**config.mk**
```make
export PLATFORM = sky130hd
export DESIGN_NAME = vga_sync_gen
export DESIGN_NICKNAME = d
export VERILOG_FILES = /design/src/rtl/vga_sync_gen.sv
export SDC_FILE = /design/constraint.sdc
export NUM_CORES = 1
export LEC_CHECK = 0
export BUFFER_PORTS_ARGS = -buffer_cell sky130_fd_sc_hd__buf_2
export CAP_MARGIN = 30
export CORE_MARGIN = 2
export CORE_UTILIZATION = 55
export CTS_CLUSTER_SIZE = 12
export DETAILED_ROUTE_END_ITERATION = 8
export PLACE_DENSITY = 0.8
export RECOVER_POWER = 25
export SYNTH_ARGS = -nofsm -noshare
export SYNTH_HDL_FRONTEND = slang
export SYNTH_SLANG_ARGS = --single-unit
export TNS_END_PERCENT = 30
```
**constraint.sdc**
```tcl
create_clock -name original_clk -period 7.92 [get_ports original_clk]
set_clock_uncertainty 0.15 [all_clocks]
set_input_delay 0.396 -clock original_clk [delete_from_list [all_inputs] [get_ports original_clk]]
set_output_delay 0.396 -clock original_clk [all_outputs]
set_load 0.1 [all_outputs]
```
**src/rtl/vga_sync_gen.sv**
```systemverilog
// VGA sync generator. A single original_clk domain advances the horizontal and
// vertical pixel counters on each pixel_en strobe. All sync and timing outputs
// are decoded from the next-state counts and registered alongside them, so they
// line up exactly with pixel_x/pixel_y.
module vga_sync_gen #(
  parameter int H_VISIBLE = 640,
  parameter int H_FP      = 16,
  parameter int H_SYNC    = 96,
  parameter int H_BP      = 48,
  parameter int V_VISIBLE = 480,
  parameter int V_FP      = 10,
  parameter int V_SYNC    = 2,
  parameter int V_BP      = 33
) (
  input  logic       original_clk,
  input  logic       reset,
  input  logic       pixel_en,
  output logic       hsync,
  output logic       vsync,
  output logic       video_on,
  output logic [9:0] pixel_x,
  output logic [9:0] pixel_y,
  output logic       line_start,
  output logic       frame_start
);

  typedef logic [9:0] cnt_t;

  // Both totals must fit the 10-bit counters (at most 1024).
  localparam int H_TOTAL = H_VISIBLE + H_FP + H_SYNC + H_BP;
  localparam int V_TOTAL = V_VISIBLE + V_FP + V_SYNC + V_BP;

  localparam cnt_t H_LAST   = cnt_t'(H_TOTAL - 1);
  localparam cnt_t V_LAST   = cnt_t'(V_TOTAL - 1);
  localparam cnt_t H_VIS    = cnt_t'(H_VISIBLE);
  localparam cnt_t V_VIS    = cnt_t'(V_VISIBLE);
  localparam cnt_t HS_FIRST = cnt_t'(H_VISIBLE + H_FP);
  localparam cnt_t HS_LAST  = cnt_t'(H_VISIBLE + H_FP + H_SYNC - 1);
  localparam cnt_t VS_FIRST = cnt_t'(V_VISIBLE + V_FP);
  localparam cnt_t VS_LAST  = cnt_t'(V_VISIBLE + V_FP + V_SYNC - 1);

  cnt_t x_q, x_d;
  cnt_t y_q, y_d;
  logic hsync_q, hsync_d;
  logic vsync_q, vsync_d;
  logic video_on_q, video_on_d;
  logic line_start_q, line_start_d;
  logic frame_start_q, frame_start_d;

  // Next counter values: advance only on a strobe, y steps when x wraps.
  always_comb begin
    // NOTE: every always_comb output gets a default first so no path leaves it
    // unassigned; otherwise synthesis would infer a latch.
    x_d = x_q;
    y_d = y_q;
    if (pixel_en) begin
      if (x_q == H_LAST) begin
        x_d = '0;
        y_d = (y_q == V_LAST) ? '0 : y_q + cnt_t'(1);
      end else begin
        x_d = x_q + cnt_t'(1);
      end
    end
  end

  // Decode from the next counts so outputs update on the same edge as x/y.
  // With pixel_en low the counts hold, so the decodes hold too; the pulses
  // are qualified by pixel_en so they last exactly one original_clk cycle.
  always_comb begin
    hsync_d       = ~((x_d >= HS_FIRST) && (x_d <= HS_LAST));
    vsync_d       = ~((y_d >= VS_FIRST) && (y_d <= VS_LAST));
    video_on_d    = (x_d < H_VIS) && (y_d < V_VIS);
    line_start_d  = pixel_en && (x_d == '0);
    frame_start_d = pixel_en && (x_d == '0) && (y_d == '0);
  end

  // State and output registers; reset parks the counters on the last pixel of
  // the frame so the first strobe lands on (0,0) and starts a frame.
  always_ff @(posedge original_clk or posedge reset) begin
    // NOTE: sequential state uses non-blocking assignment so every register
    // samples pre-edge values regardless of statement order.
    if (reset) begin
      x_q           <= H_LAST;
      y_q           <= V_LAST;
      hsync_q       <= 1'b1;
      vsync_q       <= 1'b1;
      video_on_q    <= 1'b0;
      line_start_q  <= 1'b0;
      frame_start_q <= 1'b0;
    end else begin
      x_q           <= x_d;
      y_q           <= y_d;
      hsync_q       <= hsync_d;
      vsync_q       <= vsync_d;
      video_on_q    <= video_on_d;
      line_start_q  <= line_start_d;
      frame_start_q <= frame_start_d;
    end
  end

  assign pixel_x     = x_q;
  assign pixel_y     = y_q;
  assign hsync       = hsync_q;
  assign vsync       = vsync_q;
  assign video_on    = video_on_q;
  assign line_start  = line_start_q;
  assign frame_start = frame_start_q;

endmodule

```
==> impl_metrics.json <==
{
  "synthTopCellsByCount": "15 x inv_1, 15 x nand2_1, 13 x dfrtp_1",
  "gp_congestion": 0.873,
  "seq_area_frac_synth": 0.451,
  "setup_tns_ns": 0,
  "synth_top_area_cell": "dfrtp_1",
  "htree_levels": 1,
  "drv_cap": 0,
  "syn_to_final_growth_pct": 11.7,
  "die_h_um": 54.8,
  "multi_input_area_sq_um": 683,
  "io_pins": 28,
  "insertion_delay_ns": 0.31,
  "route.met2.wl_um": 1550,
  "period_share": 0.363,
  "crit_path_end_kind": "register",
  "ctsHoldBuffers": 0,
  "postCtsSetupBuffers": 0,
  "regArea_sq_um": 641,
  "critPathLaunchType": "register",
  "syn_inst": 147,
  "relSlewSlack": 0.393,
  "drc_errors": 0,
  "cts.sinks": 25,
  "cts_max_path_buffers": 2,
  "outcome": "finished clean",
  "hold_path_class": "in -> async",
  "vias_per_cell": 6.00,
  "top_layer": "met4",
  "n_antenna_cell": 0,
  "die_w_um": 54.8,
  "ir_worst_vdd_mv": 0.284,
  "synth_area_per_cell_sq_um": 9.66,
  "synth_warnings": 0,
  "leakage_nw": 0.725,
  "port_buffers": 27,
  "grt_usage": 0.248,
  "grt_pass1_vias": 1207,
  "grt_setup_unrepaired": "false",
  "fill_cells": 214,
  "syn-num-nets": 153,
  "slew_violations": 0,
  "overflow": 0,
  "firstDrtPassIters": 4,
  "powerDensity_nw_per_um2": 254,
  "start_util": 0.578,
  "totalWireLength_um": 3210,
  "cts_resized": 0,
  "clk_pin_slew_ns": 0.14,
  "synthArstFlopShare": 1.00,
  "worst_slack_ns": 5.04,
  "synth_edf_count": 0,
  "path_class": "reg -> reg",
  "wl_met1_um": 1350,
  "grt_max_degree": 26,
  "ys_seq_elements": 25,
  "design.core.area_sq_um": 2450,
  "ant_nets": 0,
  "vias": 1217,
  "place_ws_ns": 5.10,
  "syn_area_sq_um": 1420,
  "grt_pass1_wl_um": 5260,
  "max_freq_ghz": 0.348,
  "nNetsFinal": 180,
  "crit_arrival_ns": 2.96,
  "routedWlPerCell_um": 15.8,
  "synthFlopType": "dfrtp_1",
  "cts_root_buf": "clkbuf_4",
  "synth.area.top_cells": "dfrtp_1 23%, dfstp_2 22%, xnor2_1 4.9%, inv_1 4.0%, nand2_1 4.0%",
  "path_max_fanout": 6,
  "layout-drive-gt1-share": 0.306,
  "dp_hpwl_um": 2440,
  "grt_antenna_before_repair": 0,
  "setup_viol_count_final": 0,
  "min_period_ns": 2.88,
  "wl_met3_um": 185,
  "finalHoldViolCount": 0,
  "ys_types": 46,
  "worstPathRequired_ns": 8.00,
  "netlist.area_leader.share": 0.229,
  "drt_iter0_drc": 33,
  "cts_tree": "done",
  "max_slew.worst_pin.slew_ns": 0.909,
  "holdWs_ns": 0.0999,
  "dieArea_sq_um": 3000,
  "cts_buffers": 3,
  "row_count": 18
}
-- routing by layer --
| metal | track usage | vias up |
|---|---|---|
| met4 | 0.175 | 0 |
| met2 | 0.409 | 61 |
| met1 | 0.295 | 573 |
| li1 | - | 569 |
| met3 | 0.0328 | 14 |
| met5 | 0 | - |
-- metrics by stage --
stage	util	area [sq um]	std cells	power, mW
after floorplan	-	1420	147	0.325
after global placement	0.634	1560	199	0.339
after detailed placement	0.634	1560	199	0.345
after CTS	0.646	1590	203	0.403
after global routing	0.646	1590	203	0.421
final	0.646	1590	203	0.402
-- power breakdown --
| part | switching (mW) | internal, mW | total, mW |
|---|---|---|---|
| combinational | 0.135 | 0.0343 | 0.169 |
| clock | 0.0377 | 0.0193 | 0.0569 |
| sequential | 0.0272 | 0.149 | 0.176 |
| total | 0.200 | 0.203 | 0.402 |
-- logic make-up after synthesis --
group	share of synthesized area
and+or+nand+nor	0.264
adders and majority gates	0.0264
AOI/OAI and AO/OA	0.110
buffers and inverters	0.0678
xor gates and xnor gates	0.0802
DFF	0.451
-- critical path: stages, from the launching register on --
cell       delay [ns]
dfstp_2          0.60
ha_1             0.26
nand4_1          0.13
xor2_1           0.28
inv_2            0.07
a2111oi_1        0.37
a41oi_1          0.12
or4_4            0.56
nor4_2           0.26
-- placed cells by master, fill, tap and decap left out, types with 2 or more instances in the layout --
cell type and instances:
buf_2 27, inv_1 15, nand2_1 15, dfrtp_1 13, dfstp_2 12, o21ai_0 9
nor2_1 8, xnor2_1 8, nand4_1 6, xor2_1 5, nand3_1 5, and3_1 4
nor3_1 4, ha_1 3, clkbuf_4 3, and2_1 2, nand4b_1 2, nor4_2 2
nand2b_1 2, o31ai_1 2, nor4_1 2
-- worst paths after layout --
| path | from | to | slack (ns) | cells after the start |
|---|---|---|---|---|
| min in group original_clk | pixel_en | pixel_x[1] | 0.20 | 2 |
| max | pixel_x[0] | frame_start | 5.04 | 8 |
| min reg2reg | pixel_y[2] | pixel_y[2] | 0.41 | 2 |
| max in group asynchronous | reset | pixel_y[0] | 6.96 | 2 |
| max reg2reg | pixel_x[0] | frame_start | 5.04 | 8 |
| min | reset | pixel_x[7] | 0.1 | 2 |
-- cell type report --
| type | instances | share of cell area |
|---|---|---|
| flip-flops and latches | 25 | 0.404 |
| repair buffers | 27 | 0.0852 |
| multi-input cells | 101 | 0.431 |
| well taps | 30 | 0.0237 |
| clock buffers | 3 | 0.0142 |
| inverters | 16 | 0.0379 |
| clock inverters | 1 | 0.00473 |
-- flip-flops by register name, summed over array words and instances (netlist names) --
| signal | cells |
|---|---|
| frame_start | 1 |
| hsync | 1 |
| line_start | 1 |
| pixel_x | 10 |
| pixel_y | 10 |
| video_on | 1 |
| vsync | 1 |
(Power assumes the default switching activity.)
